===== config.mk =====
export PLATFORM = sky130hd
export DESIGN_NAME = alu_share_arb_flat
export DESIGN_NICKNAME = d
export VERILOG_FILES = /design/src/rtl/alu_share_arb_if.sv /design/src/rtl/alu_share_arb.sv /design/src/flat_wrapper.sv
export SDC_FILE = /design/constraint.sdc
export NUM_CORES = 1
export LEC_CHECK = 0
export CAP_MARGIN = 25
export CORE_AREA = 2 2 411 413
export DETAILED_ROUTE_END_ITERATION = 8
export DIE_AREA = 0 0 413 415
export DONT_BUFFER_PORTS = 1
export PLACE_DENSITY = 0.3
export SYNTH_ARGS = -nofsm -noshare
export SYNTH_HDL_FRONTEND = slang
export SYNTH_SLANG_ARGS = --single-unit

===== constraint.sdc =====
create_clock -name clk -period 4.8 [get_ports clk]
set_input_delay 0.96 -clock clk [delete_from_list [all_inputs] [get_ports clk]]
set_output_delay 0.96 -clock clk [all_outputs]
set_load 0.02 [all_outputs]

===== src/rtl/alu_share_arb_if.sv =====
// Requester A/B operand channels, shared-ALU drive/return and response bundle for alu_share_arb.
// slave = arbiter side, master = requesters/ALU/response-sink side.
interface alu_share_arb_if #(
  parameter int WIDTH = 128,
  parameter int OPW   = 4
) ();
  logic             a_valid;
  logic             a_ready;
  logic [OPW-1:0]   a_op;
  logic [WIDTH-1:0] a_x;
  logic [WIDTH-1:0] a_y;

  logic             b_valid;
  logic             b_ready;
  logic [OPW-1:0]   b_op;
  logic [WIDTH-1:0] b_x;
  logic [WIDTH-1:0] b_y;

  logic             alu_sel;
  logic [OPW-1:0]   alu_op;
  logic [WIDTH-1:0] alu_x;
  logic [WIDTH-1:0] alu_y;
  logic             alu_start;
  logic [WIDTH-1:0] alu_result;

  logic             resp_valid;
  logic             resp_id;
  logic [WIDTH-1:0] resp_data;

  modport slave (
    input  a_valid, a_op, a_x, a_y,
    input  b_valid, b_op, b_x, b_y,
    input  alu_result,
    output a_ready, b_ready,
    output alu_sel, alu_op, alu_x, alu_y, alu_start,
    output resp_valid, resp_id, resp_data
  );

  modport master (
    output a_valid, a_op, a_x, a_y,
    output b_valid, b_op, b_x, b_y,
    output alu_result,
    input  a_ready, b_ready,
    input  alu_sel, alu_op, alu_x, alu_y, alu_start,
    input  resp_valid, resp_id, resp_data
  );
endinterface


===== src/rtl/alu_share_arb.sv =====
// Round-robin share of one fixed-latency ALU between A and B; accept-to-accept ALU_LAT+3 cycles, responses have no backpressure.
// Define ALU_SHARE_STATS_EN to add saturating 32-bit per-requester grant counters.
module alu_share_arb #(
  parameter int WIDTH   = 128,
  parameter int OPW     = 4,
  parameter int ALU_LAT = 2
) (
  input  logic        clk,
  input  logic        rst,
`ifdef ALU_SHARE_STATS_EN
  output logic [31:0] grant_cnt_a,
  output logic [31:0] grant_cnt_b,
`endif
  alu_share_arb_if.slave bus
);

  localparam int CW = $clog2(ALU_LAT + 1);

  typedef enum logic [1:0] {IDLE, ISSUE, WAIT, RESP} state_t;

  state_t           state;
  state_t           state_nxt;
  logic             last_grant;
  logic [CW-1:0]    cnt;
  logic             grant_a;
  logic             grant_b;

  logic             sel_q;
  logic [OPW-1:0]   op_q;
  logic [WIDTH-1:0] x_q;
  logic [WIDTH-1:0] y_q;
  logic             id_q;
  logic [WIDTH-1:0] data_q;

  // last_grant==1 means B was served last, so A wins a tie
  always_comb begin
    grant_a = 1'b0;
    grant_b = 1'b0;
    if (state == IDLE && !rst) begin
      grant_a = bus.a_valid && (!bus.b_valid || last_grant);
      grant_b = bus.b_valid && (!bus.a_valid || !last_grant);
    end
  end

  always_ff @(posedge clk) begin
    if (rst) state <= IDLE;
    else     state <= state_nxt;
  end

  always_comb begin
    state_nxt = state;
    case (state)
      IDLE:    if (grant_a || grant_b) state_nxt = ISSUE;
      ISSUE:   state_nxt = WAIT;
      WAIT:    if (cnt == '0) state_nxt = RESP;
      RESP:    state_nxt = IDLE;
      default: state_nxt = IDLE;
    endcase
  end

  always_comb begin
    bus.a_ready    = grant_a;
    bus.b_ready    = grant_b;
    bus.alu_start  = (state == ISSUE);
    bus.resp_valid = (state == RESP);
  end

  always_ff @(posedge clk) begin
    if (rst) begin
      last_grant <= 1'b1;
      cnt        <= '0;
      sel_q      <= 1'b0;
      op_q       <= '0;
      x_q        <= '0;
      y_q        <= '0;
      id_q       <= 1'b0;
      data_q     <= '0;
    end else begin
      if (grant_a || grant_b) begin
        sel_q      <= grant_b;
        op_q       <= grant_b ? bus.b_op : bus.a_op;
        x_q        <= grant_b ? bus.b_x  : bus.a_x;
        y_q        <= grant_b ? bus.b_y  : bus.a_y;
        last_grant <= grant_b;
      end
      if (state == ISSUE)
        cnt <= CW'(ALU_LAT - 1);
      else if (state == WAIT && cnt != '0)
        cnt <= cnt - CW'(1);
      // result is valid exactly in the last WAIT cycle
      if (state == WAIT && cnt == '0) begin
        data_q <= bus.alu_result;
        id_q   <= sel_q;
      end
    end
  end

  assign bus.alu_sel   = sel_q;
  assign bus.alu_op    = op_q;
  assign bus.alu_x     = x_q;
  assign bus.alu_y     = y_q;
  assign bus.resp_id   = id_q;
  assign bus.resp_data = data_q;

`ifdef ALU_SHARE_STATS_EN
  always_ff @(posedge clk) begin
    if (rst) begin
      grant_cnt_a <= '0;
      grant_cnt_b <= '0;
    end else begin
      if (grant_a && grant_cnt_a != 32'hFFFF_FFFF) grant_cnt_a <= grant_cnt_a + 32'd1;
      if (grant_b && grant_cnt_b != 32'hFFFF_FFFF) grant_cnt_b <= grant_cnt_b + 32'd1;
    end
  end
`endif

endmodule


===== src/flat_wrapper.sv =====
// flat-port wrapper written by rule: the top's interface ports become plain ports
module alu_share_arb_flat 
#(
  parameter int WIDTH   = 128,
  parameter int OPW     = 4,
  parameter int ALU_LAT = 2
)
  (clk, rst, bus_a_valid, bus_a_op, bus_a_x, bus_a_y, bus_b_valid, bus_b_op, bus_b_x, bus_b_y, bus_alu_result, bus_a_ready, bus_b_ready, bus_alu_sel, bus_alu_op, bus_alu_x, bus_alu_y, bus_alu_start, bus_resp_valid, bus_resp_id, bus_resp_data);
  alu_share_arb_if #(.WIDTH(WIDTH), .OPW(OPW)) bus_i ();
  input  logic clk;
  input  logic rst;
  input wire logic [$bits(bus_i.a_valid)-1:0] bus_a_valid;
  input wire logic [$bits(bus_i.a_op)-1:0] bus_a_op;
  input wire logic [$bits(bus_i.a_x)-1:0] bus_a_x;
  input wire logic [$bits(bus_i.a_y)-1:0] bus_a_y;
  input wire logic [$bits(bus_i.b_valid)-1:0] bus_b_valid;
  input wire logic [$bits(bus_i.b_op)-1:0] bus_b_op;
  input wire logic [$bits(bus_i.b_x)-1:0] bus_b_x;
  input wire logic [$bits(bus_i.b_y)-1:0] bus_b_y;
  input wire logic [$bits(bus_i.alu_result)-1:0] bus_alu_result;
  output wire logic [$bits(bus_i.a_ready)-1:0] bus_a_ready;
  output wire logic [$bits(bus_i.b_ready)-1:0] bus_b_ready;
  output wire logic [$bits(bus_i.alu_sel)-1:0] bus_alu_sel;
  output wire logic [$bits(bus_i.alu_op)-1:0] bus_alu_op;
  output wire logic [$bits(bus_i.alu_x)-1:0] bus_alu_x;
  output wire logic [$bits(bus_i.alu_y)-1:0] bus_alu_y;
  output wire logic [$bits(bus_i.alu_start)-1:0] bus_alu_start;
  output wire logic [$bits(bus_i.resp_valid)-1:0] bus_resp_valid;
  output wire logic [$bits(bus_i.resp_id)-1:0] bus_resp_id;
  output wire logic [$bits(bus_i.resp_data)-1:0] bus_resp_data;
  assign bus_i.a_valid = bus_a_valid;
  assign bus_i.a_op = bus_a_op;
  assign bus_i.a_x = bus_a_x;
  assign bus_i.a_y = bus_a_y;
  assign bus_i.b_valid = bus_b_valid;
  assign bus_i.b_op = bus_b_op;
  assign bus_i.b_x = bus_b_x;
  assign bus_i.b_y = bus_b_y;
  assign bus_i.alu_result = bus_alu_result;
  assign bus_a_ready = bus_i.a_ready;
  assign bus_b_ready = bus_i.b_ready;
  assign bus_alu_sel = bus_i.alu_sel;
  assign bus_alu_op = bus_i.alu_op;
  assign bus_alu_x = bus_i.alu_x;
  assign bus_alu_y = bus_i.alu_y;
  assign bus_alu_start = bus_i.alu_start;
  assign bus_resp_valid = bus_i.resp_valid;
  assign bus_resp_id = bus_i.resp_id;
  assign bus_resp_data = bus_i.resp_data;
  alu_share_arb #(.WIDTH(WIDTH), .OPW(OPW), .ALU_LAT(ALU_LAT)) u_core (.clk(clk), .rst(rst), .bus(bus_i));
endmodule

# After elaboration in Yosys (flattened, before gate mapping)
# Index checks and enable logic that the tools add are counted.
[word_totals]
ff_bits = 395
input_bits = 652
out_inout_bits = 394
elab_cells = 44
[op_classes]
n_addsub = 1
eq_ne = 5
mux = 10
n_reduce_logical = 18
[ops]
columns = ["operator", "count"]
rows = [
  ["128-bit two-way mux", 2],
  ["2-bit case mux with 4 select lines", 1],
  ["1-bit logical AND", 5],
  ["2-bit == test (second input constant)", 2],
  ["1-bit logical NOT", 4],
  ["2-bit logical NOT", 2],
  ["1-bit two-way mux", 4],
  ["2-bit two-way mux", 2],
  ["4-bit two-way mux", 1],
  ["2-bit nonzero test", 2],
  ["1-bit logical OR", 3],
  ["2-bit by 1-bit == test with 1-bit output (second input constant)", 1],
  ["2-bit by 1-bit inequality test with 1-bit output (second input constant)", 1],
  ["2-bit inequality test (second input constant)", 1],
  ["2-bit AND reduction", 1],
  ["2-bit OR reduction", 1],
  ["2-bit by 1-bit subtractor with 2-bit output (second input constant)", 1],
]

# Longest topological paths before layout
[depth]
depth_word = 7
ltp_mapped = 10
ltp_nobuf = 7

# Least setup slack after synthesis
# No wires, ideal clock.
[synth_timing]
path_kind = "input port to output port"
startpoint = "in rst"
endpoint = "out bus_b_ready"
arrival_time_ns = 1.780
required_time_ns = 3.840
path_slack_ns = 2.060
stages = 6
path_buffers = 3
cell_sequence = "buf_4 -> nor2b_4 -> nand3_1 -> buf_4 -> inv_4 -> buf_2"
[synth_between]
elab_chain_cells = 3
[synth_rtl]
columns = ["element", "line_no", "rtl"]
rows = [
  ["start: declaration", "flat_wrapper.sv:11", "input logic rst;"],
  ["1-bit logical NOT", "alu_share_arb.sv:39", "if (state == IDLE && !rst) begin"],
  ["1-bit logical AND", "alu_share_arb.sv:39", ""],
  ["1-bit two-way mux", "alu_share_arb.sv:39", ""],
  ["end: declaration", "flat_wrapper.sv:22", "output wire logic [$bits(bus_i.b_ready)-1:0] bus_b_ready;"],
]
# Every way passes these cells.

# Final worst setup path
# Same ends and word-level chain as after synthesis.

==> results.ini <==
[run_status]
outcome = finished, violations left
failed_checks = max-slew violations

[sta]
final_setup_violation_count = 0
timing.slew.headroom_pct = -16.4
timing.final.crit_period_ns = 4.41
layout_worst_path_cycle_share_pct = 91.9
max_freq_mhz = 227
finalClockSkew_ns = 0.0196
worstMarginPinSlew_ns = 1.75
timing.final.max_slew_violations = 101
finalSetupTns_ns = 0
unrepaired_setup_endpoints_after_global_routing = no
hold_violations = 0

[run]
drv_cap = 0

[yosys]
synth.yosys.seq_area_share_pct = 47.0
synth_fp_nets = 2705
synthesis.area_per_instance_um2 = 8.21
ys_ff_latch = 395
synthesis.instances = 2047
synth-warning-count = 0
netlist_area_um2 = 16800
netlist-cell-type-count = 30

[routing]
post-route-drc-count = 0
number_of_detailed_routing_iterations_run_before_antenna_repair = 5
first_drt_iteration_drcs = 883
wl_per_cell_um = 22.7
routed-via-count = 14600
wl_um = 95300
detail_route.vias_per_cell = 3.48
antenna_left = 0

[global_route]
grt-ovfl-total = 0
grt_max_degree = 398
first_global_vias = 14700
gr-usage-all-layers_pct = 10.4
grt_first_pass_wirelength_um = 127000
number_of_antenna_violations_at_the_first_check_in_global_routing = 32

[layout]
number_of_fillers_in_the_final_layout = 19300
mostFrequentLayoutCell = sky130_fd_sc_hd__nor2_1
multi_input_area_um2 = 7960
final_cell_area_um2 = 20800
num-nets-final = 2611
drive_gt1_share_pct = 15.6
most-common-layout-cells = 523 x sky130_fd_sc_hd__nor2_1, 395 x sky130_fd_sc_hd__dfxtp_1, 260 x sky130_fd_sc_hd__nand2_1, 260 x sky130_fd_sc_hd__nor3_1, 190 x sky130_fd_sc_hd__nor4_2
sequential_cell_area_um2 = 7910
flow.area_growth_from_synthesis_pct = 23.5

[clocking]
cts.hold.buffers_added = 0
buffers_inserted_by_post_cts_timing_repair = 0
htree_num_levels = 2
clk_latency_ns = 0.64
clk_transition_reported_paths_ns = 0.06
clk_path_buf_depth = 3
tritoncts_clock_tree = yes
numClockSinks = 395
cts_root_buffer = sky130_fd_sc_hd__clkbuf_16
post_cts_sizing_count = 0
tritoncts.num_buffers = 52

[power_and_ir_drop]
power_density_nw_per_um2 = 570
vdd.ir_drop.worst_mv = 0.249
power_leakage_nw = 6.54
total_power_mw = 11.8

[placed_design]
detailed_place_hpwl_um = 72200
port_buffer_cells = 0
gp_congestion = 0.797
placedInstanceArea_um2 = 19100

[die]
rows = 150
floorplan.die.width_um = 413
die_h_um = 415
design.die.area_um2 = 171000
design.portCount = 1046
fp.coreArea_um2 = 167000
initial_core_util_pct = 10.1

[worst_setup_path]
worst_setup_path_end_kind = output port
kind_of_start_point_of_the_critical_path = input pin
crit_arrival_ns = 3.45
cp_max_fo = 397
timing_worst_setup_path_type = in2out
timing.critical_path.required_ns = 3.84

[hold_path]
min-delay-path-class = in2reg

[report_power, final]
| part | leakage [nW] | internal (mW) | switching, mW | total (mW) |
|---|---|---|---|---|
| logic | 2.49 | 0.819 | 1.71 | 2.53 |
| registers | 3.24 | 3.94 | 1.42 | 5.36 |
| clock network | 0.810 | 2.27 | 1.68 | 3.95 |
| total | 6.54 | 7.03 | 4.81 | 11.8 |
[stage by stage]
step | std cells | util, % | setup slack [ns] | hold WS, ns
6_report | 4201 | 12.5 | 0.389 | 0.454
3_5_place_dp | 4103 | 11.5 | 1.15 | 0.498
3_3_place_gp | 4103 | 11.5 | 1.11 | 0.490
2_1_floorplan | 2047 | - | 2.06 | 0.479
5_1_grt | 4200 | 12.5 | 0.573 | 0.382
4_1_cts | 4194 | 12.4 | 0.911 | 0.354
[critical path, cell delays in order]
cell                      delay, ns
sky130_fd_sc_hd__nor2b_4       0.64
sky130_fd_sc_hd__nand3_4       0.45
sky130_fd_sc_hd__inv_8         0.59
[final cells by class]
cell class                 instances  share of cell area (%)
multi-input combinational       1459                    38.3
sequential                       395                    38.1
tap                             2204                    13.3
clock buffer                      80                    7.30
timing repair buffer              39                    2.07
clock inverter                    11                   0.699
inverter                           6                   0.145
antenna                            7                  0.0844
[path summary, 6_finish.rpt]
path,startpoint,endpoint,slack [ns],depth (start not counted)
setup / recovery,rst,bus_b_ready,0.39,3
hold / removal,bus_alu_result[71],u_core.bus.resp_data[71],0.45,2
setup reg to reg,u_core.state[0],u_core.bus.alu_x[96],1.72,8
hold reg to reg,u_core.cnt[1],u_core.cnt[1],0.50,2
[Yosys cell counts]
master                        n  share of area [%]
sky130_fd_sc_hd__and2_1       1              0.037
sky130_fd_sc_hd__ha_1         6               0.45
sky130_fd_sc_hd__nor2_1     523                 12
sky130_fd_sc_hd__or2_2        1              0.037
sky130_fd_sc_hd__nand2b_1     3               0.11
sky130_fd_sc_hd__xnor2_1      1              0.052
sky130_fd_sc_hd__a21oi_1    131                3.9
sky130_fd_sc_hd__clkbuf_1    89                2.0
sky130_fd_sc_hd__buf_4        2              0.089
sky130_fd_sc_hd__dfxtp_1    395                 47
sky130_fd_sc_hd__nand3_1      1              0.030
sky130_fd_sc_hd__a21o_1       1              0.045
sky130_fd_sc_hd__buf_6       20                1.3
sky130_fd_sc_hd__nor4_1      70                2.6
sky130_fd_sc_hd__nor2b_4      1              0.082
sky130_fd_sc_hd__inv_4        1              0.037
sky130_fd_sc_hd__a211oi_1     2              0.089
sky130_fd_sc_hd__buf_8        1              0.089
sky130_fd_sc_hd__nor4_2     190                 14
sky130_fd_sc_hd__a2111oi_0    1              0.052
sky130_fd_sc_hd__buf_2       72                2.1
sky130_fd_sc_hd__nor3_1     260                7.7
sky130_fd_sc_hd__buf_1        3              0.067
sky130_fd_sc_hd__inv_1        5               0.11
sky130_fd_sc_hd__a31oi_1      1              0.037
sky130_fd_sc_hd__mux2i_1      1              0.060
sky130_fd_sc_hd__o21a_1       1              0.045
sky130_fd_sc_hd__nand2_1    261                5.8
sky130_fd_sc_hd__nor2b_1      1              0.037
sky130_fd_sc_hd__o21ai_0      2              0.060
[flip-flops by register name, summed over array words and instances, names as in the netlist]
register	count
u_core.bus.resp_data	128
u_core.state	2
u_core.bus.alu_y	128
u_core.bus.alu_op	4
u_core.last_grant	1
u_core.bus.alu_x	128
u_core.bus.resp_id	1
u_core.cnt	2
u_core.bus.alu_sel	1
[kinds of logic after synthesis]
kind of cell	share of synthesized area, %
xor+xnor	0.0521
simple gates	42.3
compound gates	4.23
mux	0.0595
fa+ha+maj	0.446
buf+inv	5.86
flops	47.0
[per-layer routing]
metal,wire [um],vias to the layer above,GRT usage [%]
li1,-,6790,-
met4,2120,30,2.84
met1,35100,7008,11.3
met3,8460,136,3.69
met5,211,-,0
met2,49300,656,18.9
No activity file was read; power rests on OpenSTA's default activity.
